`src/rtl/eth_tx_arbiter_pkg.sv`:
```
// Shared ethernet definitions: buffer map, MTU, requester count
// and the TX arbiter state encoding.
package eth_tx_arbiter_pkg;

    localparam int ETHERNET_MTU = 1536;
    localparam logic [31:0] ETHERNET_TXBUF_BASE = 32'h0000_0000;
    localparam logic [31:0] ETHERNET_RXBUF_BASE = 32'h0000_0800;
    localparam logic [31:0] ETHERNET_REGS_BASE  = 32'h0000_1000;

    localparam int ETH_NREQ = 2;

    typedef enum logic [2:0] {
        ST_IDLE,
        ST_OWN,
        ST_SEND,
        ST_WAITTX,
        ST_REL
    } arb_state_t;

endpackage

```
`src/rtl/eth_rr_pick.sv`:
```
// Two-way round-robin selector: the pointed-at requester wins a
// tie, otherwise whichever requester is asserting is picked.
module eth_rr_pick
    import eth_tx_arbiter_pkg::*;
(
    input  logic [ETH_NREQ-1:0] req,
    input  logic                ptr,
    output logic [ETH_NREQ-1:0] pick
);

    // one-hot pick, mutually exclusive arms
    always_comb begin
        pick = '0;
        unique case (1'b1)
            req[1] && (ptr || !req[0]):  pick = 2'b10;
            req[0] && (!ptr || !req[1]): pick = 2'b01;
            default:                     pick = '0;
        endcase
    end

endmodule

```
`src/rtl/eth_tx_arbiter.sv`:
```
// Two-requester TX buffer arbiter: grants the buffer, forwards byte
// writes, hands frames to the transmit engine, and revokes idle owners.
module eth_tx_arbiter
    import eth_tx_arbiter_pkg::*;
#(
    parameter int MTU     = ETHERNET_MTU,
    parameter int TIMEOUT = 4096
) (
    input  logic        clk,
    input  logic        rst_n,
    input  logic [1:0]  req,
    input  logic [1:0]  wr,
    input  logic [15:0] addr0,
    input  logic [15:0] addr1,
    input  logic [7:0]  wdata0,
    input  logic [7:0]  wdata1,
    input  logic [1:0]  send,
    input  logic [15:0] len0,
    input  logic [15:0] len1,
    output logic [1:0]  gnt,
    output logic [1:0]  done,
    output logic [1:0]  err,
    output logic        buf_mw,
    output logic [31:0] buf_maddr,
    output logic [7:0]  buf_midata,
    output logic        tx_start,
    output logic [15:0] tx_size,
    input  logic        tx_busy
);

    localparam int WDW = $clog2(TIMEOUT + 1);
    localparam logic [WDW-1:0] WD_MAX = WDW'(TIMEOUT);
    localparam logic [31:0] MTU_U = 32'(MTU);

    arb_state_t state_q, state_d;

    logic [1:0]     gnt_d, done_d, err_d, pick;
    logic           mw_d, start_d;
    logic [31:0]    maddr_d;
    logic [7:0]     midata_d;
    logic [15:0]    size_d;
    logic [WDW-1:0] wd_q, wd_d;
    logic           ptr_q, ptr_d;
    logic           seen_q, seen_d;
    logic           lowc_q, lowc_d;

    logic           own, o_req, o_wr, o_send;
    logic [15:0]    o_addr, o_len;
    logic [7:0]     o_wdata;
    logic           addr_ok, len_ok, act, err_hit;

    eth_rr_pick u_pick (
        .req  (req),
        .ptr  (ptr_q),
        .pick (pick)
    );

    // route the current owner's strobes and operands
    always_comb begin
        own     = gnt[1];
        o_req   = own ? req[1]  : req[0];
        o_wr    = own ? wr[1]   : wr[0];
        o_send  = own ? send[1] : send[0];
        o_addr  = own ? addr1   : addr0;
        o_wdata = own ? wdata1  : wdata0;
        o_len   = own ? len1    : len0;
    end

    assign addr_ok = {16'h0, o_addr} < MTU_U;
    assign len_ok  = (o_len != 16'h0) && ({16'h0, o_len} <= MTU_U);
    assign act     = o_wr || o_send;

    // next state and next registered outputs
    always_comb begin
        state_d  = state_q;
        gnt_d    = gnt;
        done_d   = '0;
        err_d    = '0;
        mw_d     = 1'b0;
        maddr_d  = buf_maddr;
        midata_d = buf_midata;
        start_d  = 1'b0;
        size_d   = tx_size;
        wd_d     = wd_q;
        ptr_d    = ptr_q;
        seen_d   = seen_q;
        lowc_d   = lowc_q;
        err_hit  = 1'b0;
        unique case (state_q)
            ST_IDLE: begin
                wd_d = '0;
                if (|req) begin
                    gnt_d   = pick;
                    state_d = ST_OWN;
                end
            end
            ST_OWN: begin
                if (o_wr) begin
                    if (addr_ok) begin
                        mw_d     = 1'b1;
                        maddr_d  = {16'h0, o_addr};
                        midata_d = o_wdata;
                    end else begin
                        err_hit = 1'b1;
                    end
                end
                if (o_send && !len_ok) begin
                    err_hit = 1'b1;
                end
                if (act) begin
                    wd_d = '0;
                end else if (wd_q != WD_MAX) begin
                    wd_d = wd_q + WDW'(1);
                end
                if (o_send && len_ok) begin
                    size_d  = o_len;
                    seen_d  = 1'b0;
                    lowc_d  = 1'b0;
                    state_d = ST_SEND;
                end else if (!o_req) begin
                    state_d = ST_REL;
                end else if (!act && wd_q == WD_MAX) begin
                    err_hit = 1'b1;
                    state_d = ST_REL;
                end
                if (err_hit) begin
                    err_d = gnt;
                end
            end
            ST_SEND: begin
                if (!tx_busy) begin
                    start_d = 1'b1;
                    state_d = ST_WAITTX;
                end
            end
            ST_WAITTX: begin
                if (tx_busy) begin
                    seen_d = 1'b1;
                end else if (seen_q) begin
                    state_d = ST_REL;
                end else if (!tx_start) begin
                    if (lowc_q) begin
                        state_d = ST_REL;
                    end else begin
                        lowc_d = 1'b1;
                    end
                end
            end
            ST_REL: begin
                done_d  = gnt;
                gnt_d   = '0;
                ptr_d   = ~own;
                state_d = ST_IDLE;
            end
            default: begin
                state_d = ST_IDLE;
            end
        endcase
    end

    // state, outputs and bookkeeping registers
    always_ff @(posedge clk or negedge rst_n) begin
        if (!rst_n) begin
            state_q    <= ST_IDLE;
            gnt        <= '0;
            done       <= '0;
            err        <= '0;
            buf_mw     <= 1'b0;
            buf_maddr  <= '0;
            buf_midata <= '0;
            tx_start   <= 1'b0;
            tx_size    <= '0;
            wd_q       <= '0;
            ptr_q      <= 1'b0;
            seen_q     <= 1'b0;
            lowc_q     <= 1'b0;
        end else begin
            state_q    <= state_d;
            gnt        <= gnt_d;
            done       <= done_d;
            err        <= err_d;
            buf_mw     <= mw_d;
            buf_maddr  <= maddr_d;
            buf_midata <= midata_d;
            tx_start   <= start_d;
            tx_size    <= size_d;
            wd_q       <= wd_d;
            ptr_q      <= ptr_d;
            seen_q     <= seen_d;
            lowc_q     <= lowc_d;
        end
    end

endmodule

```
`config.mk`:
```
export PLATFORM = sky130hd
export DESIGN_NAME = eth_tx_arbiter
export DESIGN_NICKNAME = d
export VERILOG_FILES = /design/src/rtl/eth_tx_arbiter_pkg.sv /design/src/rtl/eth_rr_pick.sv /design/src/rtl/eth_tx_arbiter.sv
export SDC_FILE = /design/constraint.sdc
export NUM_CORES = 1
export LEC_CHECK = 0
export CORE_MARGIN = 5
export CORE_UTILIZATION = 38
export DETAILED_ROUTE_END_ITERATION = 12
export PLACE_DENSITY = 0.76
export SLEW_MARGIN = 40
export SYNTH_ARGS = -nofsm -noshare
export SYNTH_HDL_FRONTEND = slang
export SYNTH_SLANG_ARGS = --single-unit
export TNS_END_PERCENT = 1
```
`constraint.sdc`:
```
create_clock -name clk -period 2.1 [get_ports clk]
set_clock_uncertainty 0.2 [all_clocks]
set_input_delay 0.42 -clock clk [delete_from_list [all_inputs] [get_ports clk]]
set_output_delay 0.42 -clock clk [all_outputs]
set_load 0.05 [all_outputs]
```
-- Word-level counts from Yosys, hierarchy flattened
Index checks and enable logic that the tools add are counted.
- register bits after elaboration: 67
- bits of input ports: 89
- output and inout port bits: 64
- word-level logic and storage cells: 105
- add/subtract/negate cells: 1
- magnitude comparators: 2
- equality and inequality tests: 17
- mux-type cells: 44
- bitwise gates (word level): 1
- reduce and logical (&&, ||, !) cells: 27
- operators with widths (cell ; count):
    $mux W16 ; 2
    $mux W3 ; 9
    $mux W13 ; 2
    $pmux W13 S2 ; 1
    $mux W1 ; 20
    $le A16 B11 Y1 const B ; 1
    $lt A16 B11 Y1 const B ; 1
    $reduce_bool A16 Y1 ; 1
    $ne A2 B2 Y1 const B ; 7
    $add A13 B1 Y13 const B ; 1
    $eq A13 B13 Y1 const B ; 1
    $ne A13 B13 Y1 const B ; 1
    $pmux W3 S4 ; 1
    $ne A3 B3 Y1 const B ; 3
    $mux W2 ; 4
    $mux W8 ; 1
    $pmux W2 S2 ; 2
    $eq A3 B2 Y1 const B ; 2
    $logic_and A1 B1 Y1 ; 6
    $reduce_and A2 Y1 ; 3
    $reduce_and A3 Y1 ; 2
    $reduce_and A6 Y1 ; 1
    $reduce_bool A2 Y1 ; 3
    $logic_not A1 Y1 ; 5
    other kinds (9) ; 12

-- Depth between registers and ports, before layout
Gate-level depths: netlist of the first run.
- depth after elaboration: 12
- mapped depth: 8

-- Modules after synthesis
A second synthesis of the first run with hierarchy kept.
- cells, all modules: 342
- area, all modules: 3512.1 sq um
- by module, submodules not included (module ; instances ; cells an instance ; area each (sq um) ; sequential area each (sq um)):
    eth_tx_arbiter ; 1 ; 339 ; 3493.4 ; 1676.6
    eth_rr_pick ; 1 ; 3 ; 18.8 ; 0.0

-- Least setup slack after synthesis of the first run
Ideal clock, no wire load.
- path kind: register to register
- start point: register gnt[1]
- end point: register tx_size[10]
- data arrival time: 2.277 ns
- required time: 1.775 ns
- setup slack: -0.501 ns
- cell stages (with the launch flop): 9
- path buffers: 3
- period minus slack after synthesis: 2.601 ns
- cells stage by stage: dfrtp_1 > buf_6 > nor2b_1 > nand4_1 > a2111oi_2 > a21o_1 > buf_4 > buf_6 > mux2_2
- longest elaborated chain between the ends: 5
- RTL lines (what ; RTL line ; source):
    start, declared ; eth_tx_arbiter.sv:20 ; output logic [1:0] gnt,
    start signal, assigned ; eth_tx_arbiter.sv:179 ; gnt <= gnt_d;
    $mux W16 ; eth_tx_arbiter.sv:66 ; o_len = own ? len1 : len0;
    $le A16 B11 Y1 or $reduce_bool A16 Y1 (tied branches) ; eth_tx_arbiter.sv:70 ; assign len_ok = (o_len != 16'h0) && ({16'h0, o_len} <= MTU_U);
    $logic_and A1 B1 Y1 ; eth_tx_arbiter.sv:70 ;
    $logic_and A1 B1 Y1 ; eth_tx_arbiter.sv:115 ; if (o_send && len_ok) begin
    $reduce_and A2 Y1 (no source line) ; n/a ;
    end signal, assigned ; eth_tx_arbiter.sv:186 ; tx_size <= size_d;
    end, declared ; eth_tx_arbiter.sv:27 ; output logic [15:0] tx_size,
Several ways; a longest one is shown, not always the timed one.
A chain may end at the register's enable or synchronous reset.

-- Worst setup path after layout of the first run
- start point: input len1[14]
- end point: register tx_size[2]
- longest elaborated chain between the ends: 5
- RTL lines (what ; RTL line ; source):
    start, declared ; eth_tx_arbiter.sv:19 ; input logic [15:0] len1,
    $mux W16 (*) ; eth_tx_arbiter.sv:66 ;
    $le A16 B11 Y1 or $reduce_bool A16 Y1 (tied branches) ; eth_tx_arbiter.sv:70 ;
    $logic_and A1 B1 Y1 (*) ; eth_tx_arbiter.sv:70 ;
    $logic_and A1 B1 Y1 (*) ; eth_tx_arbiter.sv:115 ;
    $reduce_and A2 Y1 (no source line) (*) ; n/a ;
Mark *: on every way between the ends. The rest lies on a longest branch, timed or not.

==> results of run 1 <==
## stage by stage
step | setup slack (ns) | total power [W] | utilization (%) | instance area (sq um)
finish | -0.128 | 0.00618 | 61.9 | 5640
global route | -0.174 | 0.00648 | 61.9 | 5640
CTS | -0.194 | 0.00608 | 60.2 | 5480
detailed placement | -0.748 | 0.00498 | 55.8 | 5080
global placement | -0.712 | 0.00491 | 55.8 | 5080
floorplan | -0.260 | 0.00384 | - | 3580
## layout make-up
cell class / count / area (sq um) / area share [%]
multi-input cells: 253 / 1910 / 33.8
flip-flops and latches: 67 / 1680 / 29.8
repair buffers: 186 / 1700 / 30.2
clock buffers: 11 / 141 / 2.51
clock inverters: 4 / 27.5 / 0.488
inverters: 11 / 41.3 / 0.733
well taps: 111 / 139 / 2.46
## routing by layer
layer / up-vias / GRT usage [%] / wire length (um)
met4: 0 / 6.85 / 277
li1: 1571 / - / -
met5: - / 0 / 0
met1: 1532 / 21.8 / 4300
met2: 119 / 33.3 / 5460
met3: 23 / 4.49 / 662
## registers in the layout, summed over array words and instances, names as in the netlist
register and cells:
buf_maddr 16, state_q 3, lowc_q 1, wd_q 13, tx_size 16, ptr_q 1, buf_mw 1, err 2
seen_q 1, buf_midata 8, tx_start 1, done 2, gnt 2
## final timing paths
path | start | endpoint | slack (ns) | depth (start not counted)
min | tx_size[12] | tx_size[12] | 0.30 | 2
max reg2reg | gnt[1] | wd_q[9] | -0.11 | 7
max | len1[14] | tx_size[2] | -0.13 | 7
max in group asynchronous | rst_n | gnt[1] | 0.96 | 3
min in group asynchronous | rst_n | wd_q[7] | 0.41 | 3
min reg2reg | tx_size[12] | tx_size[12] | 0.30 | 2
## cell usage after synthesis, types with 2 or more instances
cell type,instances
and2_1,4
o32ai_1,2
buf_2,3
nor3_1,5
a32oi_1,2
a21oi_1,27
a21o_1,4
nor2b_1,10
buf_6,3
buf_1,2
clkbuf_1,7
or4_1,2
mux2i_1,19
nor4bb_1,2
nor4_1,9
inv_1,11
nor2_1,41
nor3b_1,2
nand2b_1,4
ha_1,2
nand4_1,2
o21ai_0,16
nand2_1,18
o41ai_1,3
a211o_1,2
and4_1,2
o31ai_1,5
buf_4,17
and3_1,2
nand3_1,8
or3_1,3
mux2_2,24
dfrtp_1,67
## cell families (layout without fill, tap and decap cells)
| family | after synthesis | after routing | share of synthesized area, % |
|---|---|---|---|
| other | 1 | 16 | 0.107 |
| adder cells (fa/ha/maj) | 2 | 2 | 0.713 |
| multiplexers | 43 | 43 | 13.1 |
| AO/OA/AOI/OAI | 71 | 71 | 13.1 |
| buffers and inverters | 43 | 212 | 7.17 |
| AND/OR/NAND/NOR | 121 | 121 | 18.0 |
| flip-flops | 67 | 67 | 47.8 |
## power groups by stage
stage / logic, W / clock network (W) / registers, W
after floorplan: 0.00106 / 0 / 0.00278
after global placement: 0.00308 / 0 / 0.00183
after detailed placement: 0.00312 / 0 / 0.00185
after CTS: 0.00331 / 0.000960 / 0.00182
after global routing: 0.00362 / 0.00101 / 0.00185
final: 0.00343 / 0.000943 / 0.00181
## worst max-delay path, cell delays in order
cell and delay (ns):
clkdlybuf4s50_1 0.45, nor4_4 0.25, a22oi_2 0.16, a2111oi_4 0.35, a21o_4 0.18, buf_12 0.14
mux2_4 0.30
## what timing repair did
action                                  CTS  global route
endpoints found under the setup margin   34            55
endpoints found under the hold margin    67             0
gates cloned                              1             0
hold buffers                              1             0
pin swaps                                15            21
setup buffers                             7             4
gates resized for setup                  46            32
==> impl_metrics.toml, run 1 <==
[run_status]
status = "finished, violations left"
failed_checks = "negative setup slack"

[clock_tree]
clk_latency_ns = 0.34
cts_root_buffer = "clkbuf_8"
clk_pin_slew_worst_paths_ns = 0.07
cts.sinks = 67
cts_tree = "yes"
htree_num_levels = 3
cts_buffers = 9
cts.path.max_buffers = 2

[critical_path]
cp.required_ns = 2.12
startpoint_type = "input port"
crit_path_max_fanout = 7
critPathCaptureType = "flop"
worstPathArrival_ns = 2.25
path_class = "in -> reg"

[run]
maxCapViolCount = 0

[min_path]
hold_class = "reg -> reg"

[logic_synthesis]
syn-cell-area_sq_um = 3510
synth_cell_types = 51
synth_ff_type = "dfrtp_1"
ys_top_cells_by_area = "dfrtp_1 48%, mux2_2 7.7%, mux2i_1 5.4%, nor2_1 4.4%, a21oi_1 3.9%"
syn_area_per_cell_sq_um = 10.1
yosysTopAreaCell = "dfrtp_1"
synth_edf_count = 0
syn_inst = 348
yosysWarnings = 0
seq_area_frac_synth_pct = 47.8
synth-async-reset-ratio_pct = 100
synth_top_area_share_pct = 47.8
ys_ff_latch = 67

[timing]
setup_ws_ns = -0.128
rsz0062_at_grt = "true"
setup_viol = 25
timing.final.crit_share_pct = 106
finalMaxSlewViolations = 0
tns_ns = -2.06
fmax_mhz = 449
post-route-min-period_ns = 2.23
hold_violations = 0
hold_slack_ns = 0.299

[floorplanning]
core-area_sq_um = 9110
start_util_pct = 38.5
io_pins = 153
rows = 35
dieArea_sq_um = 11300
chipHeight_um = 106
die_w_um = 106

[cells_and_area]
num-fill-cells = 739
fin_cells = 643
drive_above_1_share_pct = 33.6
final_cell_mix = "87 x buf_4, 70 x clkdlybuf4s50_1, 66 x dfrtp_1, 38 x nor2_1, 23 x a21oi_1"
mostFrequentLayoutCell = "buf_4"
fin_nets = 619
diodes = 0
area_delta_synth_final_pct = 60.7

[detailed_routing]
avgRoutedWirePerCell_um = 16.6
vias = 3245
ant_nets = 0
routed_via_density = 5.05
drcViolationCount = 0
first_pass_iters = 4
wirelength_um = 10700
drt-initial-drc-count = 131

[pwr]
clkPwrFrac_pct = 15.3
cellLeakagePower_nw = 2.61
power_density_nw_per_um2 = 1100
combPwrFrac_pct = 55.5
switching_share_pct = 44.5
p_int_w = 0.00343
p_seq_share_pct = 29.3
ir_drop_mv = 0.726
p_sw_w = 0.00275

[grt]
first_global_vias = 3483
grt-ovfl-total = 0
grt_start_max_net_pins = 68
grt_pass1_wl_um = 16900
antenna_found_initial = 0
grtUsageTotal_pct = 18.7

[placed_design]
place_inst = 615
place.gp.congestion = 0.835
dp_hpwl_um = 7660
io_buffers = 136
(Power assumes the default switching activity.)
==> run 2: changes to the inputs <==
--- a/config.mk
+++ b/config.mk
@@ -6,9 +6,8 @@
 export NUM_CORES = 1
 export LEC_CHECK = 0
 export CORE_MARGIN = 5
-export CORE_UTILIZATION = 38
+export CORE_UTILIZATION = 30
 export DETAILED_ROUTE_END_ITERATION = 12
-export PLACE_DENSITY = 0.76
 export SLEW_MARGIN = 40
 export SYNTH_ARGS = -nofsm -noshare
 export SYNTH_HDL_FRONTEND = slang
==> impl_metrics.toml, run 2 (same netlist as run 1, synthesis figures left out) <==
[detailed_routing]
wirelength_um = 10400
wl_met3_um = 692
drcViolationCount = 0
ant_nets = 0
routed_via_density = 4.79
top_layer = "met4"
vias = 3260
wl_met2_um = 5070
drt-initial-drc-count = 104
first_pass_iters = 4
wl_met1_um = 4480
avgRoutedWirePerCell_um = 15.3

[placed_design]
place_area_sq_um = 5150
dp_hpwl_um = 7710
pre_cts_ws_ns = -0.782
io_buffers = 136
place.gp.congestion = 0.826

[critical_path]
cp.required_ns = 2.11
crit_path_max_fanout = 6
critPathCaptureType = "flop"
r2r_slack_ns = -0.17
cp-startpoint = "len1[5]"
reg2reg_depth = 8
worstPathArrival_ns = 2.28
startpoint_type = "input port"
path_class = "in -> reg"
worst_r2r_startpoint = "gnt[1]"
r2r_end = "tx_size[0]"

[timing]
hold_violations = 0
timing.final.crit_share_pct = 108
hold_slack_ns = 0.294
setup_ws_ns = -0.173
tns_ns = -3.21
setup_viol = 32
fmax_mhz = 440
finalMaxSlewViolations = 0
post-route-min-period_ns = 2.27
rsz0062_at_grt = "true"

[cells_and_area]
final_cell_mix = "90 x buf_4, 67 x clkdlybuf4s50_1, 66 x dfrtp_1, 39 x nor2_1, 25 x a21oi_1"
diodes = 0
fin_nets = 623
biggestRegsByFlops = "buf_maddr: 16 flops, tx_size: 16 flops, wd_q: 13 flops"
drive_above_1_share_pct = 31.7
stdcell_area_sq_um = 5790
mostFrequentLayoutCell = "buf_4"
area_delta_synth_final_pct = 65.0

[grt]
grt_pass1_wl_um = 17400
antenna_found_initial = 0
grt-ovfl-total = 0
grtUsageTotal_pct = 14.9
first_global_vias = 3562
grt_start_max_net_pins = 68

[floorplanning]
io_pins = 153
start_util_pct = 30.7
rows = 39
chipHeight_um = 118
die_w_um = 118
core-area_sq_um = 11400
dieArea_sq_um = 14000

[clock_tree]
htree_num_levels = 3
cts_tree = "yes"
clk_latency_ns = 0.33
cts_buffers = 9
cts.sinks = 67
cts_root_buffer = "clkbuf_16"
clk_pin_slew_worst_paths_ns = 0.06
cts.path.max_buffers = 2

[min_path]
min-delay-start = "tx_size[12]"
hold_class = "reg -> reg"
hold_path_end = "tx_size[12]"
whs_path_depth = 2

[run_status]
status = "finished, violations left"
failed_checks = "negative setup slack"

[pwr]
ir_drop_mv = 0.626
finalPower_w = 0.00676
power_density_nw_per_um2 = 1170
cellLeakagePower_nw = 2.68

[run]
maxCapViolCount = 0
## run 2: cell count changes in the layout (fill, tap and decap cells not counted), moves of 3 or more
cell	change
clkdlybuf4s50_1	-3
o31ai_2	-3
clkbuf_16	+9
o21ai_0	-5
clkbuf_8	-10
buf_4	+3
dlygate4sd2_1	+6
o21ai_1	+4
o31ai_1	+3
## run 2: timing repair
action,in CTS,in global routing
hold buffers,1,0
cloned,1,0
resized for setup,56,18
setup endpoints to repair,35,55
endpoints found under the hold margin,67,0
buffers inserted,11,0
pin swaps,20,2
## run 2: area by class of cell
cell class / instances / area (sq um)
clock buffers: 10 / 229
clock inverters: 6 / 90.1
fillers: 1051 / 5630
inverters: 11 / 41.3
multi-input cells: 253 / 1850
flip-flops and latches: 67 / 1680
well taps: 143 / 179
repair buffers: 190 / 1720
## run 2: worst max path at each step
stage,end,slack [ns],cells after the start
after floorplan,tx_size[10],-0.26,8
after global placement,tx_size[4],-0.71,7
after detailed placement,tx_size[0],-0.78,7
after CTS,tx_size[10],-0.14,8
after global routing,err[1],-0.23,9
final,tx_size[0],-0.17,8
## run 2: per-stage QoR
stage / utilization (%) / instances
after floorplan: - / 363
after global placement: 45.1 / 651
after detailed placement: 45.1 / 651
after CTS: 50.3 / 680
after global routing: 50.7 / 680
final: 50.7 / 680
## run 2: power breakdown
group / total (W) / switching (W) / internal (W)
clock: 0.00159 / 0.000548 / 0.00104
combinational: 0.00336 / 0.00202 / 0.00134
sequential: 0.00181 / 0.000195 / 0.00162
total: 0.00676 / 0.00277 / 0.00400
## run 2: worst max-delay path, stage by stage
cell,delay (ns)
dlygate4sd2_1,0.25
nor4_2,0.26
nand4_1,0.22
a2111oi_4,0.42
a21o_1,0.18
buf_6,0.12
buf_12,0.12
mux2_4,0.30
## run 2: per-layer routing
layer | track usage [%] | vias up
li1 | - | 1593
met2 | 25.4 | 107
met3 | 5.19 | 15
met1 | 17.8 | 1545
met4 | 4.01 | 0
met5 | 0 | -
